===== src/rtl/ariane_pkg.sv =====
// Shared core types: the branch-history update record and the sizing
// defaults for the BHT update queue.
package ariane_pkg;

  localparam int unsigned BHT_UPDATE_QUEUE_DEPTH  = 4;
  localparam int unsigned NR_BRANCH_RESOLVE_PORTS = 2;

  typedef struct packed {
    logic        valid;
    logic [63:0] pc;
    logic        taken;
  } bht_update_t;

endpackage


===== src/rtl/bht_update_queue.sv =====
// Multi-port circular buffer between branch resolution and the single BHT
// update port; drains one entry per cycle and counts overflow drops.
module bht_update_queue
  import ariane_pkg::*;
#(
  parameter int unsigned DEPTH      = BHT_UPDATE_QUEUE_DEPTH,
  parameter int unsigned NR_PORTS   = NR_BRANCH_RESOLVE_PORTS,
  parameter int unsigned DROP_CNT_W = 16
) (
  input  logic                               clk_i,
  input  logic                               rst_ni,
  input  logic                               flush_i,
  input  logic                               debug_mode_i,
  input  bht_update_t [NR_PORTS-1:0]         resolve_i,
  output bht_update_t                        bht_update_o,
  output logic        [$clog2(DEPTH):0]      occupancy_o,
  output logic        [DROP_CNT_W-1:0]       drop_cnt_o
);

  localparam int unsigned PW = $clog2(DEPTH);
  localparam int unsigned CW = PW + 1;

  typedef logic [CW-1:0] cnt_t;
  typedef logic [PW-1:0] ptr_t;

  logic [63:0]          pc_q    [DEPTH];
  logic [63:0]          pc_d    [DEPTH];
  logic [DEPTH-1:0]     taken_q, taken_d;
  ptr_t                 head_q, head_d;
  ptr_t                 tail_q, tail_d;
  cnt_t                 count_q, count_d;
  logic [DROP_CNT_W-1:0] drop_q, drop_d;

  logic                 pop;
  cnt_t                 free;
  logic [NR_PORTS-1:0]  elig;
  cnt_t                 n_acc, n_drop, slot;
  ptr_t                 idx;
  logic [DROP_CNT_W:0]  drop_sum;

  // Number of eligible ports below port k: the compacted write offset.
  function automatic cnt_t prefix_count(logic [NR_PORTS-1:0] e, int unsigned k);
    cnt_t c;
    c = '0;
    for (int unsigned j = 0; j < NR_PORTS; j++) begin
      if (j < k && e[j]) c = c + cnt_t'(1);
    end
    return c;
  endfunction

  always_comb begin
    pop  = (count_q != '0) && !debug_mode_i && !flush_i;
    free = cnt_t'(DEPTH) - count_q + cnt_t'(pop);
    for (int unsigned k = 0; k < NR_PORTS; k++) begin
      elig[k] = resolve_i[k].valid && !debug_mode_i && !flush_i;
    end

    pc_d    = pc_q;
    taken_d = taken_q;
    n_acc   = '0;
    n_drop  = '0;
    slot    = '0;
    idx     = '0;
    for (int unsigned k = 0; k < NR_PORTS; k++) begin
      if (elig[k]) begin
        slot = prefix_count(elig, k);
        if (slot < free) begin
          idx          = tail_q + slot[PW-1:0];
          pc_d[idx]    = resolve_i[k].pc;
          taken_d[idx] = resolve_i[k].taken;
          n_acc        = n_acc + cnt_t'(1);
        end else begin
          n_drop = n_drop + cnt_t'(1);
        end
      end
    end

    head_d  = head_q + ptr_t'(pop);
    tail_d  = tail_q + n_acc[PW-1:0];
    count_d = count_q - cnt_t'(pop) + n_acc;
    if (flush_i) begin
      head_d  = '0;
      tail_d  = '0;
      count_d = '0;
    end

    drop_sum = {1'b0, drop_q} + (DROP_CNT_W + 1)'(n_drop);
    drop_d   = drop_sum[DROP_CNT_W] ? '1 : drop_sum[DROP_CNT_W-1:0];
  end

  always_ff @(posedge clk_i or negedge rst_ni) begin
    if (!rst_ni) begin
      head_q  <= '0;
      tail_q  <= '0;
      count_q <= '0;
      drop_q  <= '0;
    end else begin
      head_q  <= head_d;
      tail_q  <= tail_d;
      count_q <= count_d;
      drop_q  <= drop_d;
    end
  end

  // Payload storage needs no reset: it is only read while count_q != 0.
  always_ff @(posedge clk_i) begin
    pc_q    <= pc_d;
    taken_q <= taken_d;
  end

  assign bht_update_o.valid = pop;
  assign bht_update_o.pc    = pc_q[head_q];
  assign bht_update_o.taken = taken_q[head_q];
  assign occupancy_o        = count_q;
  assign drop_cnt_o         = drop_q;

  a_params: assert property (@(posedge clk_i)
    (NR_PORTS <= DEPTH) && (NR_PORTS >= 1) && (DEPTH >= 2) && ((DEPTH & (DEPTH - 1)) == 0));
  a_count: assert property (@(posedge clk_i) disable iff (!rst_ni)
    count_q <= cnt_t'(DEPTH));

endmodule


===== config.mk =====
export PLATFORM = sky130hd
export DESIGN_NAME = bht_update_queue
export DESIGN_NICKNAME = d
export VERILOG_FILES = /design/src/rtl/ariane_pkg.sv /design/src/rtl/bht_update_queue.sv
export SDC_FILE = /design/constraint.sdc
export NUM_CORES = 1
export LEC_CHECK = 0
export BUFFER_PORTS_ARGS = -buffer_cell sky130_fd_sc_hd__buf_2
export CORE_MARGIN = 4
export CORE_UTILIZATION = 32
export CTS_BUF_LIST = sky130_fd_sc_hd__clkbuf_4 sky130_fd_sc_hd__clkbuf_8
export CTS_CLUSTER_SIZE = 40
export DETAILED_ROUTE_END_ITERATION = 16
export GPL_TIMING_DRIVEN = 0
export PLACE_DENSITY = 0.55
export SYNTH_ARGS = -nofsm -noshare
export SYNTH_HDL_FRONTEND = slang
export SYNTH_SLANG_ARGS = --single-unit

===== constraint.sdc =====
create_clock -name clk_i -period 7.7 [get_ports clk_i]
set_clock_uncertainty 0.2 [all_clocks]
set_input_delay 1.54 -clock clk_i [delete_from_list [all_inputs] [get_ports clk_i]]
set_output_delay 1.54 -clock clk_i [all_outputs]
set_load 0.01 [all_outputs]

==> After elaboration in Yosys (flattened, before gate mapping) <==
Index checks and enable logic that the tools add are counted.
{ "word_totals": {"register_bits": 283, "inputBits": 136, "output_inout_bits": 85, "word_cells": 86} }
{ "classes": {"add_sub_neg": 10, "n_lt_le_gt_ge": 12, "muxes": 39, "bitwise": 3, "reduce_logical": 13} }
{ "ops": {"columns": ["operator", "count"], "rows": [
  ["$mux W256", 4],
  ["$bwmux W256", 2],
  ["$demux W64 S2", 2],
  ["$mux W64", 4],
  ["$bmux W64 S2", 1],
  ["$mux W3", 6],
  ["$add A16 B3 Y17", 1],
  ["$mux W16", 1],
  ["$mux W4", 4],
  ["$logic_and A1 B1 Y1", 10],
  ["$ge A3 B3 Y1 const B", 3],
  ["$lt A2 B3 Y1 const B", 3],
  ["$not A2 Y3", 3],
  ["$bwmux W4", 2],
  ["$mux W1", 8],
  ["$add A3 B1 Y3 const B", 2],
  ["$lt A3 B1 Y1 const B", 2],
  ["$add A2 B2 Y2", 2],
  ["$demux W1 S2", 2],
  ["$ge A2 B1 Y1 const B", 2],
  ["$mux W2", 2],
  ["$add A3 B1 Y3", 1],
  ["$add A3 B3 Y3", 1],
  ["$lt A1 B3 Y1 const A", 1],
  ["7 further kinds", 8]
]} }

==> Depth between registers and ports, before layout <==
{ "logic_depth": {"word_depth": 14, "mapped_depth": 19} }

==> Worst setup path before layout <==
OpenSTA, ideal clock, no wires.
{ "synth_path": {"path_type": "input to register", "startpoint": "input port debug_mode_i", "endpoint": "register drop_q[1] (netlist: drop_cnt_o[1])", "setup_ns": 0.068, "arrival_time_ns": 4.723, "slack_ns": 2.709, "cell_stages": 19, "path_cell_list": "nor2_1 -> o31ai_1 -> ha_1 -> inv_1 -> ha_1 -> xnor2_1 -> nand3_1 -> nor2_1 -> ha_1 -> nand2_1 -> o31ai_1 -> ha_1 -> inv_1 -> fa_1 -> nand3b_1 -> nor4_1 -> nand3_1 -> clkbuf_1 -> nand2_1"} }
{ "synth_between": {"elab_chain_len": 12, "elab_cells_between_ends": 19, "cone_classes": "3 x add/sub; 2 x order compare; 7 x mux; 7 x reduce/logical"} }
{ "synth_lines": {"columns": ["element", "line_no", "text"], "rows": [
  ["start, declared", "bht_update_queue.sv:13", "input logic debug_mode_i,"],
  ["$logic_not A1 Y1 (*)", "bht_update_queue.sv:52, bht_update_queue.sv:55", null],
  ["$logic_and A1 B1 Y1 (2 in series)", "bht_update_queue.sv:52", "pop = (count_q != '0) && !debug_mode_i && !flush_i;"],
  ["$add A3 B1 Y3", "bht_update_queue.sv:53", "free = cnt_t'(DEPTH) - count_q + cnt_t'(pop);"],
  ["$lt A1 B3 Y1", "bht_update_queue.sv:67", "if (slot < free) begin"],
  ["$mux W1", "bht_update_queue.sv:67", null],
  ["$mux W1", "bht_update_queue.sv:65", "if (elig[k]) begin"],
  ["$add A3 B1 Y3", "bht_update_queue.sv:73", "n_drop = n_drop + cnt_t'(1);"],
  ["$mux W3", "bht_update_queue.sv:67", null],
  ["$mux W3 (*)", "bht_update_queue.sv:65", null],
  ["$add A16 B3 Y17 (*)", "bht_update_queue.sv:87", "drop_sum = {1'b0, drop_q} + (DROP_CNT_W + 1)'(n_drop);"],
  ["$mux W16 (*)", "bht_update_queue.sv:88", "drop_d = drop_sum[DROP_CNT_W] ? '1 : drop_sum[DROP_CNT_W-1:0];"],
  ["net drop_d[1]", "bht_update_queue.sv:32", "logic [DROP_CNT_W-1:0] drop_q, drop_d;"],
  ["end signal, assigned", "bht_update_queue.sv:101", "drop_q <= drop_d;"],
  ["end, declared", "bht_update_queue.sv:32", null]
]} }
Mark *: on every way through the listed nets, which the timed path passes. The rest lies on a longest branch. The select of a mux whose other input is x is not followed.

==> Final worst setup path <==
{ "layout_path": {"startpoint": "input port flush_i", "endpoint": "register drop_q[7] (netlist: drop_cnt_o[7])"} }
{ "layout_between": {"elab_chain_len": 11, "elab_cells_between_ends": 16, "cone_classes": "3 x add/sub; 2 x order compare; 7 x mux; 4 x reduce/logical"} }
{ "layout_lines": {"columns": ["element", "line_no", "text"], "rows": [
  ["start, declared", "bht_update_queue.sv:12", "input logic flush_i,"],
  ["$logic_not A1 Y1 (*)", "bht_update_queue.sv:52, bht_update_queue.sv:55", null],
  ["$logic_and A1 B1 Y1", "bht_update_queue.sv:52", null],
  ["$add A3 B1 Y3", "bht_update_queue.sv:53", null],
  ["$lt A1 B3 Y1", "bht_update_queue.sv:67", null],
  ["$mux W1", "bht_update_queue.sv:67", null],
  ["$mux W1", "bht_update_queue.sv:65", null],
  ["$add A3 B1 Y3", "bht_update_queue.sv:73", null],
  ["$mux W3", "bht_update_queue.sv:67", null],
  ["$mux W3 (*)", "bht_update_queue.sv:65", null],
  ["$add A16 B3 Y17 (*)", "bht_update_queue.sv:87", null],
  ["$mux W16 (*)", "bht_update_queue.sv:88", null],
  ["net drop_d[7]", "bht_update_queue.sv:32", null]
]} }
Marked as above.

==> key figures <==
Status
  • Status: finished, final reports clean

Placed design
  • Post-Place Cells: ~1.9k
  • Final GP Congestion: between 0.7 and 0.8
  • Place WS: approximately 1.8 ns
  • Input/output buffers: 220
  • HPWL Detailed: roughly 26000 um

Synthesis
  • Syn_area_per_cell: 13.5 sq um
  • Async SR Flop Fraction: 0.0813
  • Post-synthesis sequential area ratio: 0.401
  • Synth Flop Type: dfxtp_1
  • Synthesized area: 14400 sq um
  • Syn nets: roughly 1.2k
  • Synth warnings: 0
  • Synthesized flop and latch total: 283
  • Post-synth EDFFs: 0
  • Synth cell types: 41
  • Post-Synthesis Cells: roughly 1.1k

Pwr
  • Clock share of power: 0.243
  • Leak: approximately 7.5 nW
  • Cell-internal power: approximately 4.5 mW
  • Seq pwr share: 0.381
  • Power, Total: 6.30 mW
  • Gate power share: 0.376
  • P_sw: 1.80 mW
  • Peak VDD IR: 150 uV
  • Switching share of power: 0.285
  • Pwr dens: between 300 and 400 nW/um^2

Timing
  • Final hold viol count: 0
  • Max Transition Viols Final: 0
  • Slew @ Worst Pin: 1.10 ns
  • Min Tclk post-route: approximately 5.2 ns
  • F_max: between 150 and 200 MHz
  • Final Setup Violations: 0
  • Slew margin rel.: 0.264
  • Worst setup margin: approximately 2.5 ns
  • RSZ-0062 raised after global routing: false
  • Crit share post-route: 0.677
  • Setup TNS: 0 ns

Clock tree
  • CTS resizes: 0
  • Root Driver: clkbuf_8
  • Clk buf depth: 3
  • Worst-Skew Late Latency: approximately 0.62 ns
  • CTS Sinks: about 280
  • Worst-path clk slew: 0.06 ns
  • CTS tree: done
  • Cts hold-fix bufs: 0
  • Htree depth: 2
  • Setup Fix Bufs, Post-CTS: 0
  • Cts bufs inserted: 53

Worst hold path
  • Hold crit path type: flop to flop
  • Hold Startpoint: drop_cnt_o[12]

Setup path
  • WP data arrival: around 5.6 ns
  • Reg-to-reg setup timing slack: just over 3 ns
  • Worst Path Required: just over 8 ns
  • CP Capture Type: flop
  • Crit-path most repeated cell: ha_1
  • Worst r2r dst: drop_cnt_o[7]
  • CP max stage delay: approximately 0.57 ns
  • FF-to-FF Start: occupancy_o[2]
  • Worst Setup EP: drop_cnt_o[7]
  • Critical path peak fanout: 10
  • Crit path launch type: input port
  • Critical Path, Cell by Cell: buf_2 -> nor2_1 -> o31ai_1 -> ha_1 -> inv_1 -> ha_1 -> xnor2_1 -> nand3_1 -> nor2_1 -> ha_1 -> nand2_1 -> o31ai_1 -> ha_1 -> inv_1 -> fa_1 -> nand3b_1 -> nor4_1 -> nand3_1 -> clkbuf_1 -> nand2_1
  • Reg2Reg Depth: 18
  • CP Class: input port to flop
  • CP Launch Point: flush_i
  • CP max-delay cell: nor4_1

Layout
  • Cell Count, Final, Fillers Out: between 1.5k and 2k
  • Commonest non-fill, non-tap cell in the layout: mux2_2
  • Most frequent cells in the layout: 521 x mux2_2, 260 x dfxtp_1, 255 x buf_2, 66 x clkbuf_8, 65 x mux4_2
  • Filler cells: approximately 4.4k
  • Fraction of layout instances using a drive strength above 1: 0.698
  • Area delta synth->final: 20.6%
  • Post-layout nets: 1491
  • Core Util, Final: 0.391

GRT
  • Number of global-route vias before repair: 10.4k
  • Initial antenna violation count: 6
  • Grt ovf: 0
  • All-Layer GR Usage: 0.158
  • First-pass GRT wire length: about 60000 um
  • Largest net degree at the start of global routing: 24

Run
  • Max_cap viols: 0

Floorplan
  • Top-Level Pins: approximately 220
  • Row cnt: 77
  • Core area: 44400 sq um
  • Die Wd: approximately 220 um
  • Initial Utilization: 0.324
  • DIE HEIGHT: 220 um
  • Die area: just under 50000 sq um

Drt
  • Vias per cell: slightly below 5
  • Number of DRC markers in iteration 0: around 260
  • Post-Route WL: 38700 um
  • WL/cell: between 15 and 20 um
  • DRC errors left: 0
  • Post-route ant nets: 0
  • Via count: 9638
  • DRT Pass-1 Iters: 4
critical path, delay by kind of cell:
family / cells / cell delay [ns]
adder cells (fa/ha/maj): 5 / 1.22
AO/OA/AOI/OAI: 2 / 0.21
XOR/XNOR: 1 / 0.18
buffers and inverters: 4 / 0.56
AND/OR/NAND/NOR: 8 / 1.83
routing by layer:
metal | part of all wire | routed length (um) | GRT usage
met2 | 0.50 | 19200 | 0.278
met1 | 0.43 | 16500 | 0.189
met4 | 0.022 | 838 | 0.0481
met5 | 0.0011 | 41 | 0
met3 | 0.054 | 2080 | 0.0428
per-stage QoR:
stage          area, sq um  hold WS [ns]
6_report             17400         0.380
5_1_grt              17400         0.416
3_3_place_gp         16300         0.360
3_5_place_dp         16300         0.373
2_1_floorplan        14400         0.374
4_1_cts              17400         0.385
registers in the layout, indices dropped and copies added (netlist names):
signal,count
drop_cnt_o,16
head_q,2
occupancy_o,3
pc_q,256
tail_q,2
taken_q,4
layout make-up:
type / instances / area [sq um] / share of cell area
clock buffer: 91 / 1100 / 0.0631
antenna: 4 / 10.0 / 0.000576
inverter: 16 / 60.1 / 0.00346
buffer: 74 / 468 / 0.0269
multi-input combinational: 694 / 8100 / 0.466
tap: 592 / 741 / 0.0426
sequential: 283 / 5780 / 0.333
timing repair buffer: 220 / 1100 / 0.0634
clock inverter: 3 / 17.5 / 0.00101
logic make-up after synthesis:
family,synth area share
mux,0.509
flops,0.401
buf+inv,0.0366
simple gates,0.0204
compound gates,0.00929
xor+xnor,0.0115
fa+ha+maj,0.0123
power groups by stage:
stage	registers (mW)	clock network (mW)	logic [mW]
after global placement	2.40	0	2.33
after global routing	2.47	1.66	2.60
after floorplan	2.33	0	1.82
final	2.40	1.53	2.37
after CTS	2.40	1.59	2.41
after detailed placement	2.43	0	2.40
worst min-delay path by stage:
| stage | cells after the start | endpoint | slack, ns |
|---|---|---|---|
| after CTS | 1 | drop_cnt_o[14] | 0.38 |
| after detailed placement | 2 | drop_cnt_o[8] | 0.37 |
| after global routing | 2 | pc_q[92] | 0.42 |
| final | 1 | drop_cnt_o[14] | 0.38 |
| after floorplan | 2 | pc_q[64] | 0.37 |
| after global placement | 1 | drop_cnt_o[14] | 0.36 |
cell usage after synthesis, types with 3 or more instances:
cell type,count,area (sq um)
mux2_2,521,5870
dfxtp_1,260,5200
mux4_2,65,1460
buf_2,35,175
dfrtp_1,23,576
nand2_1,16,60.1
buf_6,15,169
inv_1,15,56.3
xnor2_1,15,131
clkbuf_1,14,52.6
ha_1,11,138
nor2_1,10,37.5
buf_4,9,67.6
nand3_1,9,45.0
nor2b_1,5,31.3
o21ai_0,4,20.0
nand4_1,3,18.8
nor3_1,3,15.0
o2111ai_1,3,26.3
o31ai_1,3,22.5
(Power assumes the default switching activity.)
